[src/rtl/date_set_ctrl.sv]
// Button-driven BCD date editor: captures the running date, edits year/month/day, validates, strobes LOAD.
// Latency: a button pulse sampled at edge N updates set_*/state at edge N+1; LOAD is high the cycle after the day MODE.
// Backpressure: none; single-cycle pulses are consumed as they arrive, the counter chain must accept LOAD at once.
module date_set_ctrl #(
  parameter int TIMEOUT_SEC = 30,
  parameter int YEAR_MAX    = 199
) (
  input  logic        CLK,
  input  logic        RESET,
  input  logic        ENABLE,
  input  logic        BTN_MODE,
  input  logic        BTN_UP,
  input  logic        BTN_DOWN,
  input  logic [11:0] cur_year,
  input  logic [7:0]  cur_month,
  input  logic [7:0]  cur_day,
  output logic [11:0] set_year,
  output logic [7:0]  set_month,
  output logic [7:0]  set_day,
  output logic        LOAD,
  output logic        EDITING,
  output logic [1:0]  field_sel
);

  typedef enum logic [2:0] {
    IDLE     = 3'd0,
    ED_YEAR  = 3'd1,
    ED_MONTH = 3'd2,
    ED_DAY   = 3'd3,
    COMMIT   = 3'd4
  } state_t;

  localparam int CNT_W = $clog2(TIMEOUT_SEC + 1);
  localparam logic [CNT_W-1:0] CNT_LAST = CNT_W'(TIMEOUT_SEC - 1);
  localparam logic [9:0] YMAX_BIN = 10'(YEAR_MAX);
  localparam logic [3:0] YMAX_H   = 4'((YEAR_MAX / 100) % 10);
  localparam logic [3:0] YMAX_T   = 4'((YEAR_MAX / 10) % 10);
  localparam logic [3:0] YMAX_O   = 4'(YEAR_MAX % 10);
  localparam logic [11:0] YMAX_BCD = {YMAX_H, YMAX_T, YMAX_O};

  state_t           state_q, state_d;
  logic [11:0]      year_q, year_d;
  logic [7:0]       month_q, month_d;
  logic [7:0]       day_q, day_d;
  logic [CNT_W-1:0] cnt_q, cnt_d;

  logic [9:0] year_bin;
  logic       leap;
  logic [7:0] dim;
  logic       step_up, step_dn, any_btn, in_edit;

  // Two-digit BCD increment; the caller handles the field's upper wrap.
  function automatic logic [7:0] bcd2_inc(input logic [7:0] v);
    if (v[3:0] >= 4'd9) return {v[7:4] + 4'd1, 4'd0};
    else                return {v[7:4], v[3:0] + 4'd1};
  endfunction

  function automatic logic [7:0] bcd2_dec(input logic [7:0] v);
    if (v[3:0] == 4'd0) return {v[7:4] - 4'd1, 4'd9};
    else                return {v[7:4], v[3:0] - 4'd1};
  endfunction

  function automatic logic [11:0] bcd3_inc(input logic [11:0] v);
    if (v[7:0] == 8'h99) return {v[11:8] + 4'd1, 8'h00};
    else                 return {v[11:8], bcd2_inc(v[7:0])};
  endfunction

  function automatic logic [11:0] bcd3_dec(input logic [11:0] v);
    if (v[7:0] == 8'h00) return {v[11:8] - 4'd1, 8'h99};
    else                 return {v[11:8], bcd2_dec(v[7:0])};
  endfunction

  // Binary year drives the range wrap and the divisible-by-4 test.
  assign year_bin = 10'(year_q[11:8]) * 10'd100 + 10'(year_q[7:4]) * 10'd10 + 10'(year_q[3:0]);

  // Century years (low two digits 00) are leap only when hundreds is a multiple of 4.
  assign leap = (year_bin[1:0] == 2'b00) && ((year_q[7:0] != 8'h00) || (year_q[9:8] == 2'b00));

  // Days in the month currently held in set_month/set_year, as BCD.
  always_comb begin
    dim = 8'h31;
    case (month_q)
      8'h02:                      dim = leap ? 8'h29 : 8'h28;
      8'h04, 8'h06, 8'h09, 8'h11: dim = 8'h30;
      default:                    dim = 8'h31;
    endcase
  end

  // MODE has priority over UP/DOWN, and UP together with DOWN cancels.
  assign any_btn = BTN_MODE | BTN_UP | BTN_DOWN;
  assign step_up = BTN_UP & ~BTN_DOWN & ~BTN_MODE;
  assign step_dn = BTN_DOWN & ~BTN_UP & ~BTN_MODE;
  assign in_edit = (state_q == ED_YEAR) || (state_q == ED_MONTH) || (state_q == ED_DAY);

  // State, edited date and inactivity counter; reset drops any edit in progress.
  always_ff @(posedge CLK or posedge RESET) begin
    if (RESET) begin
      state_q <= IDLE;
      year_q  <= 12'h000;
      month_q <= 8'h01;
      day_q   <= 8'h01;
      cnt_q   <= '0;
    end else begin
      state_q <= state_d;
      year_q  <= year_d;
      month_q <= month_d;
      day_q   <= day_d;
      cnt_q   <= cnt_d;
    end
  end

  // Next-state: field editing with wrap, day clamp on leaving month, inactivity timeout.
  always_comb begin
    state_d = state_q;
    year_d  = year_q;
    month_d = month_q;
    day_d   = day_q;
    cnt_d   = cnt_q;
    case (state_q)
      IDLE: begin
        cnt_d = '0;
        if (BTN_MODE) begin
          year_d  = cur_year;
          month_d = cur_month;
          day_d   = cur_day;
          state_d = ED_YEAR;
        end
      end
      ED_YEAR: begin
        if (BTN_MODE) begin
          state_d = ED_MONTH;
        end else if (step_up) begin
          year_d = (year_bin >= YMAX_BIN) ? 12'h000 : bcd3_inc(year_q);
        end else if (step_dn) begin
          year_d = ((year_bin == 10'd0) || (year_bin > YMAX_BIN)) ? YMAX_BCD : bcd3_dec(year_q);
        end
      end
      ED_MONTH: begin
        if (BTN_MODE) begin
          state_d = ED_DAY;
          if (day_q > dim) day_d = dim;
        end else if (step_up) begin
          month_d = (month_q >= 8'h12) ? 8'h01 : bcd2_inc(month_q);
        end else if (step_dn) begin
          month_d = (month_q <= 8'h01) ? 8'h12 : bcd2_dec(month_q);
        end
      end
      ED_DAY: begin
        if (BTN_MODE) begin
          state_d = COMMIT;
        end else if (step_up) begin
          day_d = (day_q >= dim) ? 8'h01 : bcd2_inc(day_q);
        end else if (step_dn) begin
          day_d = (day_q <= 8'h01) ? dim : bcd2_dec(day_q);
        end
      end
      COMMIT: begin
        cnt_d   = '0;
        state_d = IDLE;
      end
      default: state_d = IDLE;
    endcase

    if (in_edit) begin
      if (any_btn) begin
        cnt_d = '0;
      end else if (ENABLE) begin
        if (cnt_q >= CNT_LAST) begin
          cnt_d   = '0;
          state_d = IDLE;
        end else begin
          cnt_d = cnt_q + 1'b1;
        end
      end
    end
  end

  // Status outputs decode straight from the state register.
  always_comb begin
    LOAD      = 1'b0;
    EDITING   = 1'b0;
    field_sel = 2'd0;
    case (state_q)
      ED_YEAR:  begin EDITING = 1'b1; field_sel = 2'd1; end
      ED_MONTH: begin EDITING = 1'b1; field_sel = 2'd2; end
      ED_DAY:   begin EDITING = 1'b1; field_sel = 2'd3; end
      COMMIT:   LOAD = 1'b1;
      default:  ;
    endcase
  end

  assign set_year  = year_q;
  assign set_month = month_q;
  assign set_day   = day_q;

endmodule

[config.mk]
export PLATFORM = sky130hd
export DESIGN_NAME = date_set_ctrl
export DESIGN_NICKNAME = d
export VERILOG_FILES = /design/src/rtl/date_set_ctrl.sv
export SDC_FILE = /design/constraint.sdc
export NUM_CORES = 1
export LEC_CHECK = 0
export ABC_AREA = 1
export BUFFER_PORTS_ARGS = -buffer_cell sky130_fd_sc_hd__clkbuf_2
export CORE_MARGIN = 10
export CORE_UTILIZATION = 50
export CTS_BUF_LIST = sky130_fd_sc_hd__clkbuf_4 sky130_fd_sc_hd__clkbuf_8
export DETAILED_ROUTE_END_ITERATION = 12
export GPL_TIMING_DRIVEN = 0
export PLACE_DENSITY = 0.76
export SLEW_MARGIN = 0
export SYNTH_ARGS = -nofsm -noshare
export SYNTH_HDL_FRONTEND = slang
export SYNTH_SLANG_ARGS = --single-unit
[constraint.sdc]
create_clock -name CLK -period 10.4 [get_ports CLK]
set_input_delay 1.56 -clock CLK [delete_from_list [all_inputs] [get_ports CLK]]
set_output_delay 1.56 -clock CLK [all_outputs]
set_load 0.005 [all_outputs]
==> results of run 1 <==
==> metal layers <==
layer	GRT usage	wire length, um	vias to the layer above
met5	0	0	-
met4	0.04261	142	0
met3	0.02257	528	12
met2	0.3356	6084	108
met1	0.2176	5178	2155
li1	-	-	2327
==> registers in the layout (all words and copies together) (netlist names) <==
signal / count
set_year: 12
cnt_q: 5
set_day: 8
state_q: 3
set_month: 8
==> worst reg2reg max path, stage by stage, from the launching register on <==
cell and delay [ps]:
sky130_fd_sc_hd__dfrtp_1 570, sky130_fd_sc_hd__inv_1 110, sky130_fd_sc_hd__ha_1 370, sky130_fd_sc_hd__ha_1 260
sky130_fd_sc_hd__fa_1 440, sky130_fd_sc_hd__ha_1 310, sky130_fd_sc_hd__ha_1 380, sky130_fd_sc_hd__nand2_1 110
sky130_fd_sc_hd__inv_1 40, sky130_fd_sc_hd__a21oi_1 190, sky130_fd_sc_hd__nand2_1 80, sky130_fd_sc_hd__nand2_1 70
sky130_fd_sc_hd__nand2_2 70, sky130_fd_sc_hd__nor2_4 130, sky130_fd_sc_hd__nand3_2 160, sky130_fd_sc_hd__nor2_1 280
sky130_fd_sc_hd__nor2_1 90, sky130_fd_sc_hd__o21ai_2 120, sky130_fd_sc_hd__nand2_1 90, sky130_fd_sc_hd__nand2_1 80
==> cell type report <==
| class | instances | area share |
|---|---|---|
| Clock buffer | 8 | 0.01964 |
| Timing Repair Buffer | 64 | 0.06447 |
| Multi-Input combinational cell | 520 | 0.6197 |
| Inverter | 104 | 0.07857 |
| Tap cell | 108 | 0.02720 |
| Sequential cell | 36 | 0.1818 |
| Buffer | 6 | 0.008562 |
==> logic make-up after synthesis <==
family,after synthesis
and+or+nand+nor,340
buffers and inverters,110
AOI/OAI and AO/OA,103
adders and majority gates,55
DFF,36
xor gates and xnor gates,20
muxes,2
==> cells in the final DEF (no fill, tap or decap), drive strengths merged, types with 2 or more instances in the layout <==
master / netlist / routed
a211oi: 3 / 3
o211ai: 5 / 5
nand3: 57 / 57
xnor2: 6 / 6
nor2: 82 / 82
a21oi: 32 / 32
ha: 50 / 50
inv: 102 / 102
o22ai: 2 / 2
nand4: 12 / 12
nand2: 172 / 172
nor3: 9 / 9
a32oi: 3 / 3
o31ai: 5 / 5
clkbuf: 2 / 74
mux2i: 2 / 2
dfrtp: 34 / 34
a31oi: 9 / 9
nor4: 4 / 4
clkinv: 2 / 2
buf: 4 / 4
xor2: 14 / 14
o21ai: 37 / 37
dfstp: 2 / 2
fa: 5 / 5
nand3b: 3 / 3
==> power by group <==
part | internal, W | leakage, nW | switching (W)
logic | 0.000543 | 2.16 | 0.000899
registers | 0.000203 | 0.439 | 0.000114
clock network | 0.0000593 | 0.0523 | 0.0000520
==> through the flow <==
stage | power, W | cell area, um^2 | worst slack, ps | util | hold slack [ps]
floorplan | 0.001410 | 4415 | 6945 | - | 515.2
global placement | 0.001714 | 4871 | 6535 | 0.5613 | 532.1
detailed placement | 0.001757 | 4871 | 6434 | 0.5613 | 539.9
CTS | 0.001874 | 4969 | 6418 | 0.5725 | 554.4
global route | 0.002104 | 4969 | 6147 | 0.5725 | 587.5
finish | 0.001870 | 4969 | 6422 | 0.5725 | 552.9
==> how the worst min path moves through the flow <==
stage / to / cells past startpoint
6_report: cnt_q[4]$_DFF_PP0_ / 2
3_5_place_dp: set_day[0]$_DFFE_PP1P_ / 2
4_1_cts: cnt_q[4]$_DFF_PP0_ / 2
2_1_floorplan: cnt_q[4]$_DFF_PP0_ / 2
3_3_place_gp: cnt_q[4]$_DFF_PP0_ / 2
5_1_grt: set_day[0]$_DFFE_PP1P_ / 2
==> summary by stage, run 1 <==
Clock network
The master cell of the clock root buffer is sky130_fd_sc_hd__clkbuf_8. Post-CTS timing repair inserted 0 buffers for setup. The number of clock buffers added by TritonCTS is 5. The clock net sink count is 36. Clock latency on the worst-skew pair, taken at its later pin, is 300 ps.

The H-tree was split into 2 levels. After clock tree synthesis, the repair step resized 0 gates. After clock tree synthesis, the clock-pin slew on the worst setup and hold paths is 70 ps. The number of buffers inserted by hold repair at cts is 0.

The CTS tree is yes. The maximum buffer depth of the clock tree is 2.

Synthesis
During synthesis, Yosys emitted a total of 0 warnings. The share of synthesized area in the top cell type comes to 0.1927. The commonest cells after synthesis are 164 x sky130_fd_sc_hd__nand2_1, 86 x sky130_fd_sc_hd__inv_1, 72 x sky130_fd_sc_hd__nor2_1.

The cell count after synthesis came out at 666. The portion of netlist area occupied by mux cells is 0.004534. Yosys mapped the design onto 48 distinct sky130hd cell types. The post-synthesis compound-gate area fraction is 0.1386. By area the synthesized netlist is led by sky130_fd_sc_hd__dfrtp_1 19%, sky130_fd_sc_hd__ha_1 14%, sky130_fd_sc_hd__nand2_1 14%. In this run, synthesis inferred 0 flip-flops with an integrated enable. The mean cell area of the mapped netlist is 6.630 um^2. In this run the cell area of the synthesized design comes to 4415 um^2. Of the total synthesized cell area, the portion taken by XOR and XNOR cells is 0.03967. The main combinational cell family by area after synthesis is simple AND/OR/NAND/NOR gates. For this run, the leading register cell type out of synthesis is sky130_fd_sc_hd__dfrtp_1.

The synthesized design contains 36 register bits. The post-synthesis share of cell area spent on and, or, nand and nor gates is 0.3502. The synthesized-area fraction occupied by adder cells is 0.1644. The leading cell type by number of instances after synthesis is sky130_fd_sc_hd__nand2_1. The dominant cell type by area after synthesis is sky130_fd_sc_hd__dfrtp_1. The post-synthesis sequential area ratio is 0.2046. The async set-reset flop share out of synthesis is 1.000. The net count after synthesis is 755.

Flow run
Across the run, the number of max-cap violations was 0.

Global routing
The first global-routing pass estimated 20.40 mm of wire. The number of global-route vias before repair is 4550. The pin count of the biggest net entering global routing is 37. The number of antenna violations at the first check in global routing is 0. The overall routing resource usage is 0.1822. The total congestion overflow is 0.

Setup path
The cell family contributing the most delay on the critical path is adder cells. The critical path startpoint is set_year[8]$_DFFE_PP0P_. STA classifies the critical path endpoint as a flop. Counting both buffers and inverters, the worst setup path holds a total of 2. Following the worst setup path forward leads to its endpoint at set_year[8]$_DFFE_PP0P_.

For the worst setup path, the data arrival time is 4210 ps. The type of the worst setup path is flop to flop. The critical path crosses 19 cells after its start point. Traced cell by cell, the critical path runs through inv_1 > ha_1 > ha_1 > fa_1 > ha_1 > ha_1 > nand2_1 > inv_1 > a21oi_1 > nand2_1 > nand2_1 > nand2_2 > nor2_4 > nand3_2 > nor2_1 > nor2_1 > o21ai_2 > nand2_1 > nand2_1. The startpoint type of the worst setup path is a flop. The startpoint of the worst register-to-register path is set_year[8]$_DFFE_PP0P_. The worst stage delay on the critical path is 570 ps. The largest fanout of any net on the critical path is 9. For the worst setup path, the data required time is 10630 ps. The cell at the slowest stage of the critical path is sky130_fd_sc_hd__dfrtp_1. The worst register-to-register path has a setup slack of 6420 ps. The number of cells on the worst reg-to-reg path is 19. Counting stages on the worst path, the most repeated cell is sky130_fd_sc_hd__nand2_1.

The worst register-to-register path ends at set_year[8]$_DFFE_PP0P_.

Route
For this run, design rule violations remaining after detail routing come to 0. The via total after detailed routing is 4602. In the routed layout, each cell is associated on average with a via count of 5.440. The detailed-routing iteration count for the pre-antenna-repair pass is 4. The first routing iteration left 222 violations. The total wire length after detailed routing is 11.93 mm. The routed wirelength normalized by instance count is 14.11 um. The number of antenna-violating nets in the routed design is 0.

Timing
The ratio of final minimum period to clock period is 0.3825. The max-slew violation count is 0. The final hold violation count is 0. Setup violations remaining at the end of the flow were counted as 0.

The final critical path time including I/O delays and setup is 3978 ps. The headroom to the max-slew limit is 0.4749. The worst clock skew on the final layout is 9.857 ps. Setup repair after global routing left no endpoint under its margin.

Summed over all failing endpoints, the final setup total negative slack is 0 ps. The slew at the pin with the worst max-slew slack is 786.6 ps. Based on the critical path, the design can be clocked at up to 0.2514 GHz.

Floorplan
For this configuration, the core starts out at a cell density of 0.5088. The die width is 114.0 um. The core region is 8678 um^2. The floorplan step set the die height to 114.0 um.

Pin placement for this block handled 66 I/O pins. The floorplan has 34 rows. The die covers 12990 um^2.

Final layout
The share of layout cells above drive strength 1 is 0.1667. The antenna diode count is 0. The multi-input combinational cells in the finished layout cover a total of 3079 um^2.

The area taken by flip-flops and latches is 903.4 um^2. The final net count is 826. The filler cell count in the final layout is 882.

Excluding fillers, the count of instances in the completed layout stands at 846. The area added between synthesis and finish is 12.52%.

Placed design
After detailed placement, the design holds a cell count of 838. At the end of routability-driven placement, the weighted congestion stood at 0.9089. Summed over all nets, the half-perimeter wirelength after detailed placement is 9.680 mm. Port buffering added 64 buffers.

Power and ir drop
The worst-case vdd ir drop is 0.0003221 V. The power density relative to cell area is 376.4 nW/um^2. The static leakage is 2.653 nW.

Outcome
The run finished with clean final reports.

Min path
In this run the most critical hold path is launched from cnt_q[4]$_DFF_PP0_. The path category of the worst min-delay check is flop to flop.
Power figures use the tool's default switching activity.
==> run 2, diff against run 1 <==
- ABC_AREA: 1 -> 0
- PLACE_DENSITY: 0.76 -> 0.8
- clock period: 10.4 -> 3.4 ns (I/O delays scaled with it)
==> run 2 against run 1 <==
Against the previous run: the flow now finishes with violations (setup timing); register-to-register slack lost 6900 ps; sequential share of layout area shrank 1.5 points; cell count decreased by 13%; cell area grew 11%; hold slack got worse by 210 ps; clock skew shrank 1.4 ps; critical path type unchanged; clock-buffer cell count shrank 2; largest cell class unchanged; non-clock buffer count rose by 60; critical path depth fell by 4; highest routed layer unchanged.
==> summary by stage, run 2 <==
Timing
The aggregate negative setup slack is -6497 ps (was 0 ps). The ratio of final minimum period to clock period is 1.151 (was 0.3825). The timing-limited maximum frequency was 0.2554 GHz (was 0.2514 GHz). The worst clock skew on the final layout is 8.472 ps (was 9.857 ps).

The final count of negative-setup-slack endpoints is 20 (was 0). The headroom to the max-slew limit is 0.2569 (was 0.4749). The slew at the pin with the worst max-slew slack is 1108 ps (was 786.6 ps). RSZ-0062 raised after global routing: yes (was no). The max-slew violation count is 0 (unchanged). The final hold violation count was 0 (unchanged). The final critical path time including I/O delays and setup was 3915 ps (was 3978 ps).

The final worst setup slack was -515.1 ps (was 6422 ps).

Floorplan
The chip height is 110.4 um (was 114.0 um). The core area is 7848 um^2 (was 8678 um^2). The number of I/O pins is 66 (unchanged). The placement row count was 32 (was 34). The area enclosed by the die boundary is 12200 um^2 (was 12990 um^2).

The initial standard-cell utilization of the core is 0.5212 (was 0.5088). The die width is 110.4 um (was 114.0 um).

Final layout
The number of flip-flops under the largest register name is 12 (unchanged). The share of layout cells above drive strength 1 is 0.3444 (was 0.1667). Most used cells in the layout excluding fill and tap cells: 64 x sky130_fd_sc_hd__clkbuf_2, 47 x sky130_fd_sc_hd__buf_4, 43 x sky130_fd_sc_hd__nor2_1 (was 164 x sky130_fd_sc_hd__nand2_1, 85 x sky130_fd_sc_hd__inv_1, 72 x sky130_fd_sc_hd__nor2_1). The area added between synthesis and finish is 34.48% (was 12.52%). The most common cell after layout, fill and taps aside is sky130_fd_sc_hd__clkbuf_2 (was sky130_fd_sc_hd__nand2_1).

The final net count is 721 (was 826). The post-layout instance area is 5500 um^2 (was 4969 um^2). The end-of-flow core utilization was 0.7009 (was 0.5725).

The antenna diode count is 0 (unchanged).

Flow run
The number of max-cap violations is 0 (unchanged).

Setup path
The largest fanout of any net on the critical path came to 7 (was 9). The slack of the worst reg-to-reg path is -520 ps (was 6420 ps). The worst path arrival time came to 4140 ps (was 4210 ps). The data required time at the worst endpoint came to 3630 ps (was 10630 ps). The startpoint of the worst register-to-register path is set_year[5]$_DFFE_PP0P_ (was set_year[8]$_DFFE_PP0P_). The kind of end point of the critical path is a flop (unchanged). The startpoint type of the worst setup path is a flop (unchanged). The length in cells of the worst reg-to-reg path is 15 (was 19). The type of the worst setup path is flop to flop (unchanged). The reg-to-reg critical path endpoint is set_year[9]$_DFFE_PP0P_ (was set_year[8]$_DFFE_PP0P_).

Min path
The path category of the worst min-delay check was input port to asynchronous set/reset pin (was flop to flop).

Synthesis
The leading cell type by number of instances after synthesis is sky130_fd_sc_hd__ha_1 (was sky130_fd_sc_hd__nand2_1). Top cells by area in the synthesized netlist: sky130_fd_sc_hd__dfrtp_1 21%, sky130_fd_sc_hd__ha_1 15%, sky130_fd_sc_hd__a21oi_1 4.6% (was sky130_fd_sc_hd__dfrtp_1 19%, sky130_fd_sc_hd__ha_1 14%, sky130_fd_sc_hd__nand2_1 14%). The distinct cell type count after synthesis is 69 (was 48).

The number of flops mapped to enable cells by yosys is 0 (unchanged). The predominant post-synthesis flop cell was sky130_fd_sc_hd__dfrtp_1 (unchanged). The fraction of post-synthesis cell area in the top cell type by area was 0.2080 (was 0.1927). The total of warnings raised by yosys came to 0 (unchanged).

The post-synthesis sequential area ratio was 0.2209 (was 0.2046). The dominant cell type by area after synthesis is sky130_fd_sc_hd__dfrtp_1 (unchanged). The post-synthesis instance area came to 4090 um^2 (was 4415 um^2).

The total of flip-flops plus latches after synthesis is 36 (unchanged). The net count after synthesis was 600 (was 755). Commonest cells in the synthesized netlist: 50 x sky130_fd_sc_hd__ha_1, 49 x sky130_fd_sc_hd__nor2_1, 43 x sky130_fd_sc_hd__nand2_1 (was 164 x sky130_fd_sc_hd__nand2_1, 86 x sky130_fd_sc_hd__inv_1, 72 x sky130_fd_sc_hd__nor2_1). The async set-reset flop share out of synthesis came to 1.000 (unchanged). The post-synthesis cell count was 511 (was 666). The mean cell area of the mapped netlist is 8.004 um^2 (was 6.630 um^2).

Outcome
Outcome: complete, but fails checks (was finished clean). The checks that failed: setup timing.

Global routing
The number of global-route vias before repair came to 4555 (was 4550). The number of antenna violations at the first check in global routing was 0 (unchanged). The met3 routing resource usage after global routing came to 0.04970 (was 0.02257). The total congestion overflow is 0 (unchanged). The met1 layer usage reported by global route is 0.2534 (was 0.2176).

The overall routing resource usage is 0.2051 (was 0.1822). The global-route layer with the greatest usage is met2 (unchanged). The wire length of the first global-routing pass was 21.94 mm (was 20.40 mm).

The pin count of the biggest net entering global routing is 37 (unchanged). The global-route met2 utilization is 0.3404 (was 0.3356).

Clock network
The maximum buffer depth of the clock tree is 2 (unchanged). The clock latency on the worst-skew pair is 300 ps (about the same). The clock net sink count was 36 (unchanged). The clock-pin slew on the worst setup and hold paths is 80 ps (was 70 ps). The maximum level of the CTS H-tree is 2 (unchanged). The total clock buffers created by CTS is 5 (unchanged). The CTS tree is yes (unchanged).

The number of buffers inserted by hold repair at cts is 0 (unchanged). The master cell of the clock root buffer is sky130_fd_sc_hd__clkbuf_8 (unchanged).

Placed design
The global placer's final weighted congestion came to 0.9785 (was 0.9089). The placed cell area came to 4686 um^2 (was 4871 um^2). The number of port buffers is 64 (unchanged). The HPWL after detailed placement came to 9.091 mm (was 9.680 mm).

Route
The detailed-routing iteration count for the pre-antenna-repair pass came to 7 (was 4). The ratio of routed vias to standard cells is 6.316 (was 5.440). The detailed-route DRC error count is 0 (unchanged). The total wire length after detailed routing is 13.76 mm (was 11.93 mm). The routed wirelength normalized by instance count was 18.72 um (was 14.11 um).

The number of antenna-violating nets in the routed design is 0 (unchanged). The via total after detailed routing was 4642 (was 4602). The number of design-rule violations left by the first detailed-router iteration came to 440 (was 222).
run 2: logic make-up (layout without fill, tap and decap cells):
family                     after synthesis  after routing  share of synthesized area
adders and majority gates               55             55                     0.1774
xor gates and xnor gates                14             14                    0.02998
DFF                                     36             36                     0.2209
muxes                                    9              9                    0.02294
buffers and inverters                   54            176                    0.05262
AOI/OAI and AO/OA                      162            162                     0.2747
and+or+nand+nor                        181            181                     0.2215
run 2: layer usage:
layer  vias to the layer above  routed length, um
met3                        47               1149
met4                         0                384
met2                       241               6716
met5                         -                  0
met1                      2212               5507
li1                       2142                  -
run 2: cell type report:
cell class,count,area (um^2)
plain buffers,15,83.83
clock buffers,6,82.58
clock inverters,2,10.01
fillers,608,2347
inverters,38,152.6
multi-input cells,421,3416
flip-flops and latches,36,915.9
well taps,102,127.6
repair buffers,115,711.9
run 2: per-stage QoR:
stage               hold WS (ps)  worst slack [ps]  instances
floorplan                  511.2            -352.4        511
global placement           530.2            -740.3        677
detailed placement         559.4            -732.5        677
CTS                        378.4            -521.9        728
global route               397.9            -583.7        735
finish                     344.7            -515.1        735
run 2: worst max path at each step:
stage                                       start                       to  slack (ps)  depth (start not counted)
after floorplan           set_year[5]$_DFFE_PP0P_  set_year[4]$_DFFE_PP0P_        -350                         15
after global placement    set_year[8]$_DFFE_PP0P_  set_year[4]$_DFFE_PP0P_        -740                         14
after detailed placement  set_year[8]$_DFFE_PP0P_  set_year[7]$_DFFE_PP0P_        -730                         14
after CTS                 set_year[5]$_DFFE_PP0P_  set_year[7]$_DFFE_PP0P_        -520                         15
after global routing      set_year[7]$_DFFE_PP0P_  set_year[9]$_DFFE_PP0P_        -580                         15
final                     set_year[5]$_DFFE_PP0P_  set_year[9]$_DFFE_PP0P_        -520                         15
run 2: worst max-delay path, stage by stage, from the launching register on:
cell                      delay [ps]
sky130_fd_sc_hd__dfrtp_2         450
sky130_fd_sc_hd__ha_4            230
sky130_fd_sc_hd__ha_4            160
sky130_fd_sc_hd__fa_2            350
sky130_fd_sc_hd__xor2_1          150
sky130_fd_sc_hd__ha_1            310
sky130_fd_sc_hd__ha_4            260
sky130_fd_sc_hd__a21oi_4         140
sky130_fd_sc_hd__nand2_2          70
sky130_fd_sc_hd__or3_4           390
sky130_fd_sc_hd__and3_4          180
sky130_fd_sc_hd__a22o_1          180
sky130_fd_sc_hd__buf_6           140
sky130_fd_sc_hd__or2_4           260
sky130_fd_sc_hd__o41a_1          390
sky130_fd_sc_hd__a31oi_1         160
run 2: repair_timing:
item / in CTS / in global routing
setup buffers: 43 / 8
endpoints found under the hold margin: 0 / 0
cloned: 1 / 0
gates resized for setup: 50 / 36
pin swaps: 25 / 26
endpoints found under the setup margin: 20 / 20
Power of run 2 is left out: the tool's default activity adds up to more than one toggle a clock period on the data nets, which glitch-free logic cannot reach.
